===== src/rtl/exec_alu_pipe.sv =====
// exec_alu_pipe: single-cycle ALU with registered result/status and architectural NZCV flags.
// Define ALU_MUL_EN to add an iterative shift-add multiplier (opcode 1010); otherwise 1010 is undefined.
module exec_alu_pipe #(
  parameter int WIDTH = 32
) (
  input  logic             clk,
  input  logic             rst,
  input  logic             in_valid,
  output logic             in_ready,
  input  logic [3:0]       command,
  input  logic             s_bit,
  input  logic [WIDTH-1:0] operand1,
  input  logic [WIDTH-1:0] operand2,
  input  logic             flush,
  output logic             out_valid,
  input  logic             out_ready,
  output logic [WIDTH-1:0] result,
  output logic [3:0]       status,
  output logic [3:0]       flags
);

  localparam int MSB = WIDTH - 1;
  localparam logic [3:0] OP_MOV = 4'b0001;
  localparam logic [3:0] OP_MVN = 4'b1001;
  localparam logic [3:0] OP_ADD = 4'b0010;
  localparam logic [3:0] OP_ADC = 4'b0011;
  localparam logic [3:0] OP_SUB = 4'b0100;
  localparam logic [3:0] OP_SBC = 4'b0101;
  localparam logic [3:0] OP_AND = 4'b0110;
  localparam logic [3:0] OP_ORR = 4'b0111;
  localparam logic [3:0] OP_EOR = 4'b1000;

  logic             accept;
  logic             single_load;
  logic             alu_defined;
  logic [WIDTH-1:0] alu_res;
  logic [3:0]       alu_status;
  logic [WIDTH:0]   ext_sum;
  logic             c_out;
  logic             v_out;

  assign accept = in_valid && in_ready;

`ifdef ALU_MUL_EN
  localparam logic [3:0] OP_MUL = 4'b1010;
  localparam int CW = $clog2(WIDTH + 1);

  typedef enum logic {IDLE, MUL_BUSY} state_t;

  state_t           state;
  state_t           next_state;
  logic [CW-1:0]    mul_count;
  logic [WIDTH-1:0] mul_mcand;
  logic [WIDTH-1:0] mul_mplier;
  logic [WIDTH-1:0] mul_acc;
  logic [WIDTH-1:0] mul_sum;
  logic             mul_s;
  logic             start_mul;
  logic             mul_done;

  assign in_ready    = rst && !flush && (state == IDLE) && (!out_valid || out_ready);
  assign start_mul   = accept && (command == OP_MUL);
  assign single_load = accept && !start_mul;
  assign mul_done    = (state == MUL_BUSY) && (mul_count == CW'(WIDTH - 1));
  assign mul_sum     = mul_acc + (mul_mplier[0] ? mul_mcand : '0);

  always_ff @(posedge clk or negedge rst) begin
    if (!rst) state <= IDLE;
    else      state <= next_state;
  end

  always_comb begin
    next_state = state;
    case (state)
      IDLE:     if (start_mul) next_state = MUL_BUSY;
      MUL_BUSY: if (mul_done)  next_state = IDLE;
      default:  next_state = IDLE;
    endcase
    if (flush) next_state = IDLE;
  end

  // One multiplier bit per cycle: multiplicand shifts up while the multiplier shifts down.
  always_ff @(posedge clk or negedge rst) begin
    if (!rst) begin
      mul_count  <= '0;
      mul_mcand  <= '0;
      mul_mplier <= '0;
      mul_acc    <= '0;
      mul_s      <= 1'b0;
    end else if (start_mul) begin
      mul_count  <= '0;
      mul_mcand  <= operand1;
      mul_mplier <= operand2;
      mul_acc    <= '0;
      mul_s      <= s_bit;
    end else if (state == MUL_BUSY) begin
      mul_count  <= mul_count + CW'(1);
      mul_mcand  <= mul_mcand << 1;
      mul_mplier <= mul_mplier >> 1;
      mul_acc    <= mul_sum;
    end
  end
`else
  assign in_ready    = rst && !flush && (!out_valid || out_ready);
  assign single_load = accept;
`endif

  // Carry-in for ADC/SBC reads the flags register before this edge, so dependent ops chain.
  always_comb begin
    alu_res     = '0;
    alu_defined = 1'b1;
    ext_sum     = '0;
    c_out       = flags[1];
    v_out       = flags[0];
    case (command)
      OP_ADD, OP_ADC: begin
        ext_sum = {1'b0, operand1} + {1'b0, operand2}
                + {{WIDTH{1'b0}}, (command == OP_ADC) ? flags[1] : 1'b0};
        alu_res = ext_sum[WIDTH-1:0];
        c_out   = ext_sum[WIDTH];
        v_out   = (operand1[MSB] == operand2[MSB]) && (alu_res[MSB] != operand1[MSB]);
      end
      OP_SUB, OP_SBC: begin
        ext_sum = {1'b0, operand1} + {1'b0, ~operand2}
                + {{WIDTH{1'b0}}, (command == OP_SBC) ? flags[1] : 1'b1};
        alu_res = ext_sum[WIDTH-1:0];
        c_out   = ext_sum[WIDTH];
        v_out   = (operand1[MSB] != operand2[MSB]) && (alu_res[MSB] != operand1[MSB]);
      end
      OP_MOV:  alu_res = operand2;
      OP_MVN:  alu_res = ~operand2;
      OP_AND:  alu_res = operand1 & operand2;
      OP_ORR:  alu_res = operand1 | operand2;
      OP_EOR:  alu_res = operand1 ^ operand2;
      default: alu_defined = 1'b0;
    endcase
    if (alu_defined) alu_status = {alu_res[MSB], (alu_res == '0), c_out, v_out};
    else             alu_status = {1'b0, 1'b1, flags[1], flags[0]};
  end

  // Flush outranks every load; an undefined opcode never touches the flags.
  always_ff @(posedge clk or negedge rst) begin
    if (!rst) begin
      out_valid <= 1'b0;
      result    <= '0;
      status    <= '0;
      flags     <= '0;
    end else if (flush) begin
      out_valid <= 1'b0;
    end else if (single_load) begin
      out_valid <= 1'b1;
      result    <= alu_res;
      status    <= alu_status;
      if (s_bit && alu_defined) flags <= alu_status;
`ifdef ALU_MUL_EN
    end else if (mul_done) begin
      out_valid <= 1'b1;
      result    <= mul_sum;
      status    <= {mul_sum[MSB], (mul_sum == '0), flags[1], flags[0]};
      if (mul_s) flags <= {mul_sum[MSB], (mul_sum == '0), flags[1], flags[0]};
`endif
    end else if (out_ready) begin
      out_valid <= 1'b0;
    end
  end

endmodule


===== config.mk =====
export PLATFORM = sky130hd
export DESIGN_NAME = exec_alu_pipe
export DESIGN_NICKNAME = d
export VERILOG_FILES = /design/src/rtl/exec_alu_pipe.sv
export SDC_FILE = /design/constraint.sdc
export NUM_CORES = 1
export LEC_CHECK = 0
export BUFFER_PORTS_ARGS = -buffer_cell sky130_fd_sc_hd__buf_2
export CORE_ASPECT_RATIO = 1.25
export CORE_MARGIN = 2
export CORE_UTILIZATION = 50
export DETAILED_ROUTE_END_ITERATION = 10
export PLACE_DENSITY = 0.69
export RECOVER_POWER = 100
export SETUP_SLACK_MARGIN = 0.4
export SKIP_CTS_REPAIR_TIMING = 1
export SYNTH_ARGS = -nofsm -noshare
export SYNTH_HDL_FRONTEND = slang
export SYNTH_SLANG_ARGS = --single-unit
export TNS_END_PERCENT = 50

===== constraint.sdc =====
create_clock -name clk -period 11.2 [get_ports clk]
set_clock_uncertainty 0.1 [all_clocks]
set_input_delay 1.12 -clock clk [delete_from_list [all_inputs] [get_ports clk]]
set_output_delay 1.12 -clock clk [all_outputs]
set_load 0.05 [all_outputs]

* Word-level counts from Yosys, hierarchy flattened
Index checks and enable logic that the tools add are counted.
Storage, ports and cells: register bits 41, input bits 74, output and inout bits 42, word-level logic and storage cells 52
Operators by class: add/subtract/negate cells 4, equality and inequality tests 13, multiplexer cells 10, bitwise gates (word level) 5, reductions and logical operators 16
Operators with widths (count):
- 32-bit case mux with 7 select lines | 1
- 32-bit by 32-bit adder with 33-bit output | 2
- 33-bit by 1-bit adder with 33-bit output | 2
- 32-bit bitwise AND | 1
- 32-bit zero test | 1
- 32-bit inverter | 1
- 32-bit bitwise OR | 1
- 32-bit bitwise XOR | 1
- 4-bit by 3-bit == test with 1-bit output, second input constant | 4
- 9-bit OR reduction | 1
- 4-bit by 2-bit == test with 1-bit output, second input constant | 2
- 4-bit == test, second input constant | 2
- 1-bit logical AND | 6
- 1-bit two-way mux | 6
- 4-bit by 1-bit == test with 1-bit output, second input constant | 1
- 4-bit two-way mux | 1
- 1-bit case mux with 2 select lines | 2
- 2-bit OR reduction | 2
- 1-bit inequality test | 3
- 3-bit AND reduction | 1
- 3-bit nonzero test | 1
- 1-bit zero test | 2
- 2-bit AND reduction | 1
- 1-bit == test | 1
- other kinds (2) | 2

* Longest topological paths before layout
word-level depth 7, mapped depth 21

* Worst setup path before layout
OpenSTA, ideal clock, no wires.
path kind input to register, from input port command[3], to register flags[2], library setup time 68 ps, data arrival time 5619 ps, data required time 11032 ps, setup slack 5413 ps, stages on the path 19, cell sequence buf_2 -> nor3b_1 -> clkbuf_1 -> buf_1 -> buf_1 -> nand3_1 -> fa_1 -> fa_1 -> nor2b_1 -> o2111ai_1 -> a211oi_2 -> o21ai_1 -> a211oi_2 -> o2111ai_1 -> a31o_2 -> a221oi_2 -> nand4_1 -> nor4_2 -> mux2_1
On the way: word-level cells in the longest chain between the ends 6, elaborated cells on any way between the ends 22, classes of those cells add/sub: 2; eq/ne: 9; mux: 5; reduce/logical: 6
RTL lines:
- start: declaration | line 10 | input logic [3:0] command,
- 4-bit by 3-bit == test with 1-bit output / 4-bit by 2-bit == test with 1-bit output (equally long branches) | line 115, 125, 118
- 1-bit two-way mux (on tied branches) | line 125, 118
- 33-bit by 1-bit adder with 33-bit output (on tied branches) | line 125, 118
- 32-bit case mux with 7 select lines | line 115 | case (command)
- 32-bit zero test | line 137 | if (alu_defined) alu_status = {alu_res[MSB], (alu_res == '0), c_out, v_out};
- 4-bit two-way mux | line 137
- end signal: assignment | line 154 | if (s_bit && alu_defined) flags <= alu_status;
- end: declaration | line 19 | output logic [3:0] flags
Several ways; a longest one is shown, not always the timed one. A chain may end at the register's enable or synchronous reset.

* Final worst setup path
Ends and elaborated chain as after synthesis.

==> Implementation_results.wiki <==
{| class="wikitable"
! Metric !! Value
|-
| Run status || complete, but fails checks
|-
| Failing checks || max-capacitance violations, max-slew violations
|-
| Site Rows || 52
|-
| Final ANT Viol Nets || 0
|-
| Initial Util || 50.55%
|-
| Clock tree from TritonCTS || built
|-
| Buffer depth of the longest clock path || 2
|-
| Final worst path period share || 73.65%
|-
| Wire length of the first global-routing pass || 46730 um
|-
| Worst Hold Slack || 0.3774 ns
|-
| Mapped Cells || ~1100
|-
| Share of cells above drive strength 1 || 10.84%
|-
| GR met1 Demand/Resource || 41.05%
|-
| Req. time, crit path || 11.32 ns
|-
| Post-synth EDFFs || 0
|-
| Netlist area before placement || 8090 um2
|-
| Startpoint of the worst-slack reg-to-reg timing path || flags[1]
|-
| Clock sink total || 41
|-
| Violation count after the first detailed-routing iteration || 811
|-
| Diodes inserted || 0
|-
| Met2 Use GR || between 50% and 60%
|-
| Main combinational cell family by area after synthesis || compound AO/OA/AOI/OAI gates
|-
| Vias in the first global route || 8547
|-
| Count of distinct cell types in the synthesized netlist || 93
|-
| Leakage dissipation || roughly 0.004 uW
|-
| Kind of start point of the critical path || input pin
|-
| CP startpoint || command[3]
|-
| Chip width || roughly 120 um
|-
| Worst-path cell chain || buf_2, clkbuf_1, nor3b_1, clkbuf_1, nand3b_1, fa_1, inv_1, fa_1, o21bai_1, a2111o_1, a21boi_2, o311ai_1, mux2i_1, a211oi_1, nand4b_1, nor4_2, nand4_1, nor4_2, mux2_1
|-
| Total grt overflow || 0
|-
| Number of failing setup endpoints in the final timing report || 0
|-
| Die area || 17220 um2
|-
| Area share of the leading cell type in the synthesized netlist || 14.69%
|-
| Detailed-route vias per instance || 6.466
|-
| Post-synthesis sequential element count || 41
|-
| Post-detailed-routing wire length || 30220 um
|-
| Slew at the pin closest to its max-slew limit || 3.226 ns
|-
| Most Used Layer, Global Route || met2
|-
| Area of the core || 16010 um2
|-
| Final weighted congestion of routability-driven global placement || roughly 1.1
|-
| Cells taking the most area after synthesis || ha_1 (15%), dfrtp_1 (13%), a21oi_1 (6.2%)
|-
| Synth Area in Compound Gates || 35.46%
|-
| Pwr Density || 97.53 nW/um2
|-
| Number of nets in the synthesized netlist || 1299
|-
| F_max || 0.1212 GHz
|-
| Primary FF master, synth || dfrtp_1
|-
| Synth Warn # || 0
|-
| Minimum clock period || approximately 8.2 ns
|-
| RSZ-0062 raised after global routing || no
|-
| Ports placed on the boundary || between 100 and 150
|-
| Post-Synth XOR/XNOR Area || 4.222%
|-
| Pin count of the biggest net entering global routing || 79
|-
| Maximum net fanout on the critical path || 51
|-
| DR pass1 iterations || 6
|-
| Max capacitance violation total || 4
|-
| Total negative slack for setup checks || 0 ns
|-
| Die boundary height || 146.2 um
|-
| P&R area growth vs syn || 8.259%
|-
| Count of pins over their slew limit || 170
|-
| Routing usage on met3 || 4.453%
|-
| Total track usage || 33.85%
|-
| Worst min-delay path category || flop to flop
|-
| Cell at the slowest stage of the critical path || clkbuf_1
|-
| HPWL Detailed || ~23000 um
|-
| CP max stage delay || about 2.3 ns
|-
| Final hold viol count || 0
|-
| Synthesized-area fraction occupied by and/or/nand/nor cells || between 20% and 30%
|-
| WP data arrival || between 8 and 9 ns
|-
| CTS H-tree lvls || 2
|-
| Share of synthesized cell area in full adder, half adder and majority cells || between 10% and 20%
|-
| Layout Nets || about 1400
|-
| List of most frequent post-synthesis cells || a21oi_1 (100), inv_1 (100), nand2_1 (96)
|-
| Multiplexer share of the synthesized area || 1.995%
|-
| Largest area contributor in the synthesized netlist || ha_1
|-
| Hold_sp || result[27]
|-
| Clk_lat worst skew || 0.28 ns
|-
| Final routed wire length divided by cell count || between 20 and 25 um
|-
| Cts bufs inserted || 5
|-
| Total via count after detailed routing || 9091
|-
| WS Path Type || input pin to flop
|-
| Port bufs || ~120
|-
| Antenna violations before repair || 0
|-
| Peak supply drop || 0.05344 mV
|-
| Clock slew at the register clock pins of the worst setup and hold paths || ~0.050 ns
|-
| Count of unresolved DRC violations after routing || 0
|-
| Synth async-reset ratio || 100.0%
|-
| Mean area per synthesized cell || about 7 um2
|-
| Sequential share of the synthesized area || 12.68%
|-
| Library cell used as clock root buffer || clkbuf_16
|-
| Setup crit end kind || flop
|-
| Rel. slew slack || -115.1%
|}
## through the flow
| step | total power (uW) | instances | setup WS, ns | utilization (%) | area, um2 |
|---|---|---|---|---|---|
| 3_5_place_dp | 710.7 | 1398 | 5.129 | 54.35 | 8700 |
| 3_3_place_gp | 708.6 | 1398 | 5.280 | 54.35 | 8700 |
| 2_1_floorplan | 566.2 | 1126 | 5.413 | - | 8090 |
| 4_1_cts | 853.5 | 1406 | 5.397 | 55.22 | 8838 |
| 6_report | 854.2 | 1406 | 2.951 | 54.72 | 8758 |
| 5_1_grt | 900.5 | 1406 | 2.482 | 54.72 | 8758 |
## path summary, 6_finish.rpt
path,slack (ns),to,cells after the start
max,2.95,flags[2],19
min,0.38,result[27],2
max reg2reg,6.53,flags[2],14
min reg2reg,0.38,result[27],2
max in group asynchronous,8.30,result[14],1
min in group asynchronous,1.41,result[1],1
## flip-flops by register name (all words and copies together) (netlist names)
signal / flops
flags: 4
result: 32
status: 4
out_valid: 1
## layer usage
layer | routed length, um | part of all wire, %
met1 | 11750 | 39
met2 | 14590 | 48
met3 | 2344 | 7.8
met4 | 1530 | 5.1
met5 | 0 | 0
## logic make-up (layout without fill, tap and decap cells)
| logic type | Yosys count | in the layout |
|---|---|---|
| buffers and inverters | 173 | 237 |
| adder cells (fa/ha/maj) | 99 | 99 |
| multiplexers | 15 | 15 |
| XOR/XNOR | 39 | 39 |
| flip-flops | 41 | 41 |
| AO/OA/AOI/OAI | 422 | 422 |
| AND/OR/NAND/NOR | 337 | 337 |
## final cells by class
| class | count | area, um2 |
|---|---|---|
| clock inverter | 2 | 10.01 |
| sequential | 41 | 1026 |
| clock buffer | 6 | 128.9 |
| fill | 1672 | 7247 |
| multi-input combinational | 912 | 6344 |
| inverter | 102 | 382.9 |
| tap | 216 | 270.3 |
| timing repair buffer | 127 | 596.8 |
## worst max-delay path: cells and delay by family
kind,cells,cell delay (ns)
adders and majority gates,2,0.67
buffers and inverters,4,3.29
and+or+nand+nor,6,1.49
AOI/OAI and AO/OA,5,1.43
muxes,2,0.34
## power by group
group          switching, uW  internal, uW  leakage, uW
clock                   61.5          82.0    0.0000706
sequential              19.2           175     0.000538
combinational            362           154      0.00337
total                    443           411      0.00397
## placed cells by master, fill, tap and decap left out, types with 20 or more instances in the layout
cell type	instances
a211oi_1	22
nor3_1	21
o21ai_0	83
xnor2_1	20
inv_1	100
dfrtp_1	41
nand3_1	32
clkbuf_1	48
a21oi_1	100
a21o_1	22
nand2_1	96
ha_1	95
nor2_1	80
buf_2	72
(Power assumes the default switching activity.)
